`src/rtl/demux2_stream.sv`:
```
// rtl/demux2_stream.sv - registered 1-to-2 stream demultiplexer with 2-entry per-channel buffers
module demux2_chan #(
  parameter int WIDTH = 8,
  parameter int CNT_W = 16
) (
  input  logic             clk,
  input  logic             rst,
  input  logic             push,
  input  logic [WIDTH-1:0] push_data,
  input  logic             ready,
  output logic             full,
  output logic             valid,
  output logic [WIDTH-1:0] data,
  output logic [CNT_W-1:0] cnt
);

  typedef enum logic [1:0] {EMPTY, ONE, FULL} state_t;

  state_t           state, state_nxt;
  logic [WIDTH-1:0] head, tail;
  logic             pop;

  assign valid = (state != EMPTY);
  assign full  = (state == FULL);
  assign pop   = valid & ready;
  assign data  = head;

  always_ff @(posedge clk or posedge rst) begin
    if (rst) state <= EMPTY;
    else     state <= state_nxt;
  end

  always_comb begin
    state_nxt = state;
    case (state)
      EMPTY: if (push) state_nxt = ONE;
      ONE: begin
        if (push && !pop)      state_nxt = FULL;
        else if (!push && pop) state_nxt = EMPTY;
      end
      FULL:    if (pop) state_nxt = ONE;
      default: state_nxt = EMPTY;
    endcase
  end

  // In ONE a simultaneous push/pop replaces the head rather than filling the tail.
  always_ff @(posedge clk or posedge rst) begin
    if (rst) begin
      head <= '0;
      tail <= '0;
    end else begin
      case (state)
        EMPTY: if (push) head <= push_data;
        ONE: begin
          if (push && pop) head <= push_data;
          else if (push)   tail <= push_data;
        end
        FULL:    if (pop) head <= tail;
        default: ;
      endcase
    end
  end

  always_ff @(posedge clk or posedge rst) begin
    if (rst)      cnt <= '0;
    else if (pop) cnt <= cnt + 1'b1;
  end

endmodule

module demux2_stream #(
  parameter int WIDTH = 8,
  parameter int CNT_W = 16
) (
  input  logic             clk,
  input  logic             rst,
  input  logic             in_valid,
  input  logic             in_sel,
  input  logic [WIDTH-1:0] in_data,
  output logic             in_ready,
  output logic             out0_valid,
  output logic [WIDTH-1:0] out0_data,
  input  logic             out0_ready,
  output logic             out1_valid,
  output logic [WIDTH-1:0] out1_data,
  input  logic             out1_ready,
  output logic [CNT_W-1:0] cnt0,
  output logic [CNT_W-1:0] cnt1
);

  logic full0, full1;
  logic push0, push1;

  // No pass-through: a FULL channel refuses even if it pops this same cycle.
  assign in_ready = in_sel ? !full1 : !full0;
  assign push0    = in_valid & in_ready & !in_sel;
  assign push1    = in_valid & in_ready & in_sel;

  demux2_chan #(.WIDTH(WIDTH), .CNT_W(CNT_W)) u_ch0 (
    .clk       (clk),
    .rst       (rst),
    .push      (push0),
    .push_data (in_data),
    .ready     (out0_ready),
    .full      (full0),
    .valid     (out0_valid),
    .data      (out0_data),
    .cnt       (cnt0)
  );

  demux2_chan #(.WIDTH(WIDTH), .CNT_W(CNT_W)) u_ch1 (
    .clk       (clk),
    .rst       (rst),
    .push      (push1),
    .push_data (in_data),
    .ready     (out1_ready),
    .full      (full1),
    .valid     (out1_valid),
    .data      (out1_data),
    .cnt       (cnt1)
  );

endmodule

```
`config.mk`:
```
export PLATFORM = sky130hd
export DESIGN_NAME = demux2_stream
export DESIGN_NICKNAME = d
export VERILOG_FILES = /design/src/rtl/demux2_stream.sv
export SDC_FILE = /design/constraint.sdc
export NUM_CORES = 1
export LEC_CHECK = 0
export CORE_MARGIN = 1.5
export CORE_UTILIZATION = 46
export DETAILED_ROUTE_END_ITERATION = 8
export PLACE_DENSITY = 0.76
export REMOVE_ABC_BUFFERS = 1
export SYNTH_ARGS = -nofsm -noshare
export SYNTH_HDL_FRONTEND = slang
export SYNTH_HIERARCHICAL = 1
export SYNTH_SLANG_ARGS = --single-unit
```
`constraint.sdc`:
```
create_clock -name clk -period 2.6 [get_ports clk]
set_clock_uncertainty 0.2 [all_clocks]
set_input_delay 0.26 -clock clk [delete_from_list [all_inputs] [get_ports clk]]
set_output_delay 0.26 -clock clk [all_outputs]
set_load 0.01 [all_outputs]
```
==> results of run 1 <==
==> path summary, 6_finish.rpt <==
path | slack (ns) | depth (start not counted) | end
min in group clk | 0.28 | 1 | u_ch0/cnt[15]
worst min register to register | 0.28 | 1 | u_ch0/cnt[15]
worst min-delay path | 0.14 | 3 | u_ch1/cnt[15]
worst max register to register | 0.26 | 6 | u_ch1/tail[2]
max in group asynchronous | 1.75 | 3 | u_ch1/tail[2]
worst max-delay path | 0.26 | 6 | u_ch1/tail[2]
==> routing by layer <==
metal	part of all wire, %	wire (um)	vias up
li1	-	-	1045
met1	47	2732	1045
met2	46	2645	57
met3	5.6	326	10
met4	1.8	107	0
met5	0	0	-
==> sequential cells by signal (all words and copies together) (netlist names) <==
signal / count
u_ch1/cnt: 16
u_ch1/state: 2
u_ch1/tail: 8
u_ch0/state: 2
u_ch0/data: 8
u_ch0/cnt: 16
u_ch0/tail: 8
u_ch1/data: 8
==> power breakdown <==
group          total [W]  internal [W]  switching [W]
Clock           0.000929      0.000546       0.000383
Sequential       0.00169       0.00141       0.000275
Combinational    0.00127      0.000753       0.000519
==> metrics by stage <==
| stage | total power [W] | util, % | hold WS, ns |
|---|---|---|---|
| 2_1_floorplan | 0.002338 | - | 0.1491 |
| 3_3_place_gp | 0.002947 | 59.50 | 0.2607 |
| 3_5_place_dp | 0.002983 | 59.50 | 0.2734 |
| 4_1_cts | 0.003936 | 62.95 | 0.1456 |
| 5_1_grt | 0.004116 | 62.95 | 0.1946 |
| 6_report | 0.003888 | 62.95 | 0.1404 |
==> synthesized netlist by cell type, drive strengths merged <==
library cell   n
nand2         20
or2b           2
xnor2         20
a21oi         16
nor3           4
o21ai          4
nand4          8
o211ai         2
mux2          18
buf            7
inv           10
and3           3
or4            2
xor2          10
ha             6
nand3          2
mux2i         21
or3            1
nand3b         4
nor4           2
and3b          1
nor3b          1
clkbuf         1
or2            3
o22ai          2
nor2          26
dfrtp         68
==> worst min-delay path: cells and delay by family <==
family	cells	cell delay, ns
buffers and inverters	3	0.84
==> cells by family after synthesis <==
group,after synthesis,share of synthesized area [%]
AOI/OAI and AO/OA,24,4.475
xor gates and xnor gates,30,8.788
adders and majority gates,6,2.441
buffers and inverters,18,2.644
DFF,68,55.33
muxes,39,13.43
and+or+nand+nor,79,12.90
==> layout make-up <==
| cell class | count | area, um^2 | share of cell area, % |
|---|---|---|---|
| multi-input combinational | 178 | 1292 | 31.97 |
| tap | 77 | 96.34 | 2.383 |
| inverter | 10 | 37.54 | 0.9285 |
| clock inverter | 3 | 42.54 | 1.052 |
| timing repair buffer | 71 | 693.2 | 17.15 |
| sequential | 68 | 1702 | 42.09 |
| clock buffer | 13 | 178.9 | 4.426 |
==> run_results.csv, run 1 <==
group,metric,value,unit
timing,finalSetupViolCount,0,
floorplan,dieArea,7185,um^2
timing,slew_headroom,64.68,%
finish,drive_above_1_share,14.29,%
floorplan,ioPinCount,65,
placed_design,placedCellCount,404,
power_and_ir_drop,peakVddDrop,0.5644,mV
finish,num_antenna_cells,0,
logic_synthesis,netlist.area_leader.share,55.33,%
logic_synthesis,yosysTopAreaCell,"dfrtp_1",
critical_path,startpoint,"u_ch1/state[0]",
global_route,grt_max_degree,35,
placed_design,gp_congestion,0.7374,
finish,finalInstanceArea,4043,um^2
timing,rsz0062_at_grt,"false",
timing,tightest_slew,0.5249,ns
detailed_routing,ant_nets,0,
finish,area_delta_synth_final,31.45,%
cts,cts.repair.resized,0,
cts,clk_pin_slew,0.07,ns
finish,layout_common_cells,"dfrtp_1 (68), clkdlybuf4s50_1 (64), nor2_1 (26)",
global_route,use_met3,4.523,%
finish,fillers,519,
detailed_routing,wl_per_cell,13.84,um
finish,nNetsFinal,358,
critical_path,crit_chain,"or2b_1 > inv_1 > and3b_1 > ha_1 > nand3b_1 > mux2_2",
timing,final_hold_viol_count,0,
timing,max_freq,427.3,MHz
critical_path,crit_family,"simple AND/OR/NAND/NOR gates",
logic_synthesis,yosysWarnings,6,
global_route,grt_antenna_before_repair,0,
cts,cts_hold_buf,0,
placed_design,place.port_buffers,64,
cts,clock_latency,0.33,ns
power_and_ir_drop,p_per_area,961.7,nW/um^2
global_route,grt_pass1_wl,9680,um
placed_design,hpwl,4109,um
run,maxCapViolCount,0,
logic_synthesis,synth.avg_cell_area,11.65,um^2
cts,clock-sinks,68,
floorplan,fp.coreArea,6422,um^2
power_and_ir_drop,p_leak,1.888,nW
floorplan,initial_core_util,47.89,%
critical_path,r2r_start,"u_ch1/state[0]",
critical_path,worstSetupStartpointType,"flip-flop",
critical_path,crit_buf_inv,1,
critical_path,required,2.62,ns
global_route,grt_pass1_vias,2051,
detailed_routing,drt-vias-per-instance,5.136,
min_path,hold_class,"input port to asynchronous set/reset pin",
global_route,grt_use_total,17.34,%
global_route,grt_util_met1,22.58,%
detailed_routing,vias,2157,
detailed_routing,first_iter_violations,98,
critical_path,end_kind,"flip-flop",
finish,layoutNonFillerInstCount,420,
cts,cts_setup_buffers,0,
finish,final_common_cell,"dfrtp_1",
timing,tns,0,ns
detailed_routing,drc_errors,14,
timing,fin_ws,0.2599,ns
timing,fin_crit_sh,90.01,%
logic_synthesis,synthTopCellsByArea,"dfrtp_1 (55%), mux2i_1 (6.8%), mux2_2 (6.6%)",
cts,htree_levels,3,
critical_path,crit_slowest_cell,"dfrtp_1",
critical_path,path_class,"flip-flop to flip-flop",
critical_path,cpPeakStageDelay,0.47,ns
cts,cts_tree,"done",
logic_synthesis,synth-seq-cells,68,
detailed_routing,finalWirelength,5812,um
global_route,busiest_layer,"met2",
timing,finalMaxSlewViolations,0,
detailed_routing,firstDrtPassIters,7,
logic_synthesis,yosysSeqAreaShare,55.33,%
timing,min_period,2.340,ns
outcome,failed_checks,"design-rule violations",
placed_design,pre_cts_ws,0.2238,ns
global_route,grt_util_met2,26.62,%
logic_synthesis,synthDistinctLibCells,33,
cts,clockBufferDepth,2,
global_route,globalRouteOverflowTotal,0,
critical_path,crit_fanout,9,
cts,cts-root-buf,"clkbuf_8",
logic_synthesis,synthCells,264,
critical_path,worstPathArrival,2.36,ns
placed_design,place_area,3821,um^2
outcome,status,"finished, violations left",
floorplan,rows,29,
logic_synthesis,synth.cell_area,3075,um^2
floorplan,die_h,84.77,um
cts,numCtsBuffers,9,
floorplan,die_w,84.77,um
Note: power is estimated with default switching activity, not from simulation.
==> inputs of run 2 (changes only) <==
--- a/config.mk
+++ b/config.mk
@@ -5,7 +5,7 @@
 export SDC_FILE = /design/constraint.sdc
 export NUM_CORES = 1
 export LEC_CHECK = 0
-export CORE_MARGIN = 1.5
+export CORE_MARGIN = 2
 export CORE_UTILIZATION = 46
 export DETAILED_ROUTE_END_ITERATION = 8
 export PLACE_DENSITY = 0.76
==> run_results.csv, run 2 (synthesis gave the netlist of run 1 again) <==
group,metric,value,unit
cts,cts_tree,"done",
critical_path,required,2.62,ns
timing,min_period,2.318,ns
cts,htree_levels,3,
floorplan,initial_core_util,47.89,%
detailed_routing,wl_per_cell,14.07,um
power_and_ir_drop,p_leak,1.875,nW
placed_design,place.port_buffers,64,
critical_path,end_kind,"flip-flop",
cts,clk_pin_slew,0.07,ns
min_path,hold_class,"input port to asynchronous set/reset pin",
floorplan,rows,29,
critical_path,path_class,"flip-flop to flip-flop",
finish,fillers,527,
detailed_routing,ant_nets,0,
cts,cts-root-buf,"clkbuf_8",
global_route,grt_antenna_before_repair,0,
floorplan,die_w,85.77,um
cts,clock-sinks,68,
finish,reg.largest.list,"u_ch0/cnt x16, u_ch1/cnt x16",
critical_path,r2r_cells,6,
timing,slew_headroom,61.57,%
global_route,grt_pass1_wl,10090,um
critical_path,crit_fanout,9,
timing,rsz0062_at_grt,"false",
critical_path,regToRegSetupSlack,0.28,ns
outcome,status,"finished, violations left",
finish,final_common_cell,"dfrtp_1",
critical_path,r2r_start,"u_ch1/state[0]",
detailed_routing,drt-vias-per-instance,5.146,
cts,clockBufferDepth,2,
power_and_ir_drop,p_per_area,948.6,nW/um^2
detailed_routing,drc_errors,7,
finish,nNetsFinal,358,
finish,layout_common_cells,"dfrtp_1 (68), clkdlybuf4s50_1 (64), nor2_1 (26)",
global_route,grt_pass1_vias,2140,
placed_design,hpwl,4339,um
cts,numCtsBuffers,9,
detailed_routing,firstDrtPassIters,8,
timing,max_freq,431.4,MHz
run,maxCapViolCount,0,
finish,multi_input_area,1292,um^2
floorplan,fp.coreArea,6422,um^2
cts,cts_hold_buf,0,
detailed_routing,finalWirelength,5897,um
timing,fin_crit_sh,89.16,%
cts,clock_latency,0.33,ns
placed_design,gp_congestion,0.8035,
global_route,grt_max_degree,35,
finish,drive_above_1_share,14.04,%
critical_path,r2r-end,"u_ch1/tail[4]",
finish,seqCellArea,1702,um^2
timing,tightest_slew,0.5711,ns
finish,area_delta_synth_final,30.43,%
critical_path,worstPathArrival,2.34,ns
finish,num_antenna_cells,0,
power_and_ir_drop,power,0.003805,W
critical_path,worstSetupStartpointType,"flip-flop",
timing,timing.hold.ws,0.1528,ns
global_route,globalRouteOverflowTotal,0,
floorplan,ioPinCount,65,
timing,finalSetupViolCount,0,
detailed_routing,first_iter_violations,82,
floorplan,die_h,85.77,um
cts,cts_setup_buffers,0,
outcome,failed_checks,"design-rule violations",
floorplan,dieArea,7356,um^2
timing,finalMaxSlewViolations,0,
power_and_ir_drop,peakVddDrop,0.6414,mV
detailed_routing,vias,2156,
cts,cts.repair.resized,0,
timing,final_hold_viol_count,0,
global_route,grt_use_total,17.55,%
[run 2: cell type report]
class | instances | area share (%)
tap | 77 | 2.402
clock buffer | 10 | 3.431
timing repair buffer | 71 | 17.28
sequential | 68 | 42.42
multi-input combinational | 178 | 32.22
inverter | 10 | 0.9357
clock inverter | 5 | 1.310
[run 2: report_power, final]
part	internal (W)	switching, W	leakage (nW)	total [W]
clock network	0.000459	0.000381	0.0979	0.000840
registers	0.00141	0.000272	0.837	0.00168
logic	0.000755	0.000526	0.939	0.00128
[run 2: per-stage QoR]
step	TNS, ns	area, um^2	setup WS, ns	cells	utilization (%)
global route	0	4011	0.1216	419	62.46
CTS	0	4011	0.2410	419	62.46
global placement	0	3821	0.2717	404	59.50
floorplan	-0.2283	3032	-0.02854	256	-
detailed placement	0	3821	0.2583	404	59.50
finish	0	4011	0.2818	419	62.46
[run 2: critical path: stages, from the launching register on]
cell and delay (ns):
dfrtp_1 0.47, or2b_1 0.27, inv_1 0.09, and3b_1 0.24
ha_1 0.21, nand3b_1 0.34, mux2_2 0.39
[run 2: worst max path at each step]
stage                         startpoint             to  slack [ns]  cells after the start
after detailed placement  u_ch1/state[0]  u_ch1/tail[4]        0.26                      6
after global placement    u_ch1/state[0]  u_ch1/tail[1]        0.27                      6
final                     u_ch1/state[0]  u_ch1/tail[4]        0.28                      6
after floorplan           u_ch0/state[1]  u_ch0/data[0]       -0.03                      7
after CTS                 u_ch1/state[0]  u_ch1/tail[4]        0.24                      6
after global routing      u_ch1/state[0]  u_ch1/tail[3]        0.12                      6
[run 2: metal layers]
layer  GRT usage, %  up-vias  wire length (um)
met2          27.91       50              2923
met1          22.98     1057              2633
met4          4.762        0                23
met3          6.160        2               317
li1               -     1047                 -
met5              0        -                 0
==> inputs of run 3 (changes only) <==
--- a/config.mk
+++ b/config.mk
@@ -7,6 +7,7 @@
 export LEC_CHECK = 0
 export CORE_MARGIN = 2
 export CORE_UTILIZATION = 46
+export CTS_CLUSTER_SIZE = 20
 export DETAILED_ROUTE_END_ITERATION = 8
 export PLACE_DENSITY = 0.76
 export REMOVE_ABC_BUFFERS = 1
==> constraint.sdc (replaced) <==
create_clock -name clk -period 1.9 [get_ports clk]
set_clock_uncertainty 0.2 [all_clocks]
set_input_delay 0.19 -clock clk [delete_from_list [all_inputs] [get_ports clk]]
set_output_delay 0.19 -clock clk [all_outputs]
set_load 0.01 [all_outputs]
==> run_results.csv, run 3 (synthesis gave the netlist of run 1 again) <==
group,metric,value,unit
outcome,status,"finished, violations left",
outcome,failed_checks,"design-rule violations, negative setup slack",
global_route,grt_pass1_wl,11010,um
floorplan,ioPinCount,65,
power_and_ir_drop,power,0.006320,W
global_route,grt_antenna_before_repair,0,
timing,rsz0062_at_grt,"true",
finish,finalInstanceArea,4643,um^2
cts,clock-sinks,68,
critical_path,required,1.93,ns
cts,cts-root-buf,"clkbuf_8",
finish,num_antenna_cells,0,
detailed_routing,first_iter_violations,76,
placed_design,place.port_buffers,64,
min_path,hold_class,"input port to asynchronous set/reset pin",
finish,layout_common_cells,"dfrtp_1 (68), clkdlybuf4s50_1 (61), buf_4 (32)",
timing,fin_crit_sh,108.8,%
run,maxCapViolCount,0,
detailed_routing,ant_nets,0,
critical_path,cpPeakStageDelay,0.38,ns
floorplan,die_w,85.77,um
cts,htree_levels,3,
critical_path,end_kind,"flip-flop",
placed_design,hpwl,4373,um
cts,numCtsBuffers,9,
power_and_ir_drop,p_int,0.004400,W
global_route,grt_use_total,19.10,%
placed_design,place_area,4046,um^2
critical_path,path_class,"flip-flop to flip-flop",
placed_design,gp_congestion,0.7938,
power_and_ir_drop,power_frac_comb,38.6,%
finish,final_common_cell,"dfrtp_1",
finish,fillers,427,
timing,finalMaxSlewViolations,0,
power_and_ir_drop,clockPowerShare,24.6,%
finish,area_delta_synth_final,50.98,%
power_and_ir_drop,switchingPower,0.001920,W
finish,reg.largest.list,"u_ch0/cnt x16, u_ch1/cnt x16",
cts,clockBufferDepth,2,
critical_path,worstSetupStartpointType,"flip-flop",
timing,max_freq,483.7,MHz
finish,drive_above_1_share,31.93,%
finish,layoutNonFillerInstCount,456,
detailed_routing,vias,2347,
detailed_routing,wl_per_cell,15.23,um
floorplan,dieArea,7356,um^2
global_route,grt_pass1_vias,2376,
floorplan,initial_core_util,47.89,%
global_route,globalRouteOverflowTotal,0,
cts,cts_hold_buf,0,
timing,fin_ws,-0.1673,ns
power_and_ir_drop,peakVddDrop,0.8629,mV
timing,tightest_slew,0.4500,ns
critical_path,r2r_cells,7,
detailed_routing,firstDrtPassIters,6,
placed_design,placedCellCount,429,
cts,cts_tree,"done",
cts,clk_pin_slew,0.07,ns
detailed_routing,drt-vias-per-instance,5.147,
critical_path,crit_chain,"or2b_1 > inv_2 > and3b_2 > ha_4 > nand3b_1 > clkbuf_16 > mux2_4",
timing,final_hold_viol_count,0,
critical_path,crit_slowest_cell,"dfrtp_1",
critical_path,crit_fanout,4,
detailed_routing,drc_errors,7,
timing,timing.hold.ws,0.06542,ns
floorplan,rows,29,
detailed_routing,finalWirelength,6943,um
power_and_ir_drop,p_leak,2.184,nW
cts,clock_latency,0.34,ns
power_and_ir_drop,seq_power_share,36.7,%
timing,slew_headroom,70.00,%
power_and_ir_drop,p_sw_share,30.39,%
timing,tns,-3.455,ns
floorplan,die_h,85.77,um
critical_path,worstPathArrival,2.09,ns
global_route,grt_max_degree,35,
timing,min_period,2.067,ns
finish,nNetsFinal,394,
power_and_ir_drop,p_per_area,1361,nW/um^2
floorplan,fp.coreArea,6422,um^2
timing,finalSetupViolCount,33,
==> run 3: routing by layer <==
layer / GRT usage (%) / part of all wire [%]
met1: 25.24 / 44
met2: 30.54 / 50
met3: 4.620 / 4.4
met4: 7.504 / 1.7
met5: 0 / 0
==> run 3: final timing paths <==
check / startpoint / to / slack, ns
max in group asynchronous: rst / u_ch1/data[2] / 1.10
worst max-delay path: u_ch1/state[0] / u_ch1/tail[4] / -0.17
worst min register to register: u_ch1/cnt[15] / u_ch1/cnt[15] / 0.28
worst min-delay path: rst / u_ch0/cnt[11] / 0.07
worst max register to register: u_ch1/state[0] / u_ch1/tail[4] / -0.17
min in group clk: u_ch1/cnt[15] / u_ch1/cnt[15] / 0.28
==> run 3: cell type report <==
cell class / instances / area, um^2 / share of cell area [%]
sequential: 68 / 1702 / 36.65
clock inverter: 7 / 138.9 / 2.991
timing repair buffer: 107 / 1049 / 22.58
multi-input combinational: 178 / 1496 / 32.23
clock buffer: 9 / 123.9 / 2.668
tap: 77 / 96.34 / 2.075
inverter: 10 / 37.54 / 0.8084
==> run 3: repair_timing <==
item,CTS,global route
resized for setup,30,45
gates cloned,1,2
buffers inserted,7,6
setup endpoints to repair,36,39
pin swaps,9,11
==> run 3: worst max-delay path: cells and delay by family (launching register included) <==
kind | cells | cell delay [ns]
adders and majority gates | 1 | 0.16
buffers and inverters | 2 | 0.25
muxes | 1 | 0.29
DFF | 1 | 0.38
and+or+nand+nor | 3 | 0.67
==> run 3: power by group through the flow <==
stage	clock [W]	combinational (W)	sequential [W]
after CTS	0.00159	0.00221	0.00227
after global routing	0.00166	0.00262	0.00238
after floorplan	0	0.000804	0.00240
after global placement	0	0.00198	0.00227
after detailed placement	0	0.00203	0.00228
final	0.00156	0.00244	0.00232
==> run 3: metrics by stage <==
step           worst slack [ns]  util, %
2_1_floorplan           -0.7285        -
3_5_place_dp            -0.2066    63.00
5_1_grt                 -0.2505    72.30
6_report                -0.1673    72.30
3_3_place_gp            -0.1805    63.00
4_1_cts                 -0.1402    69.22
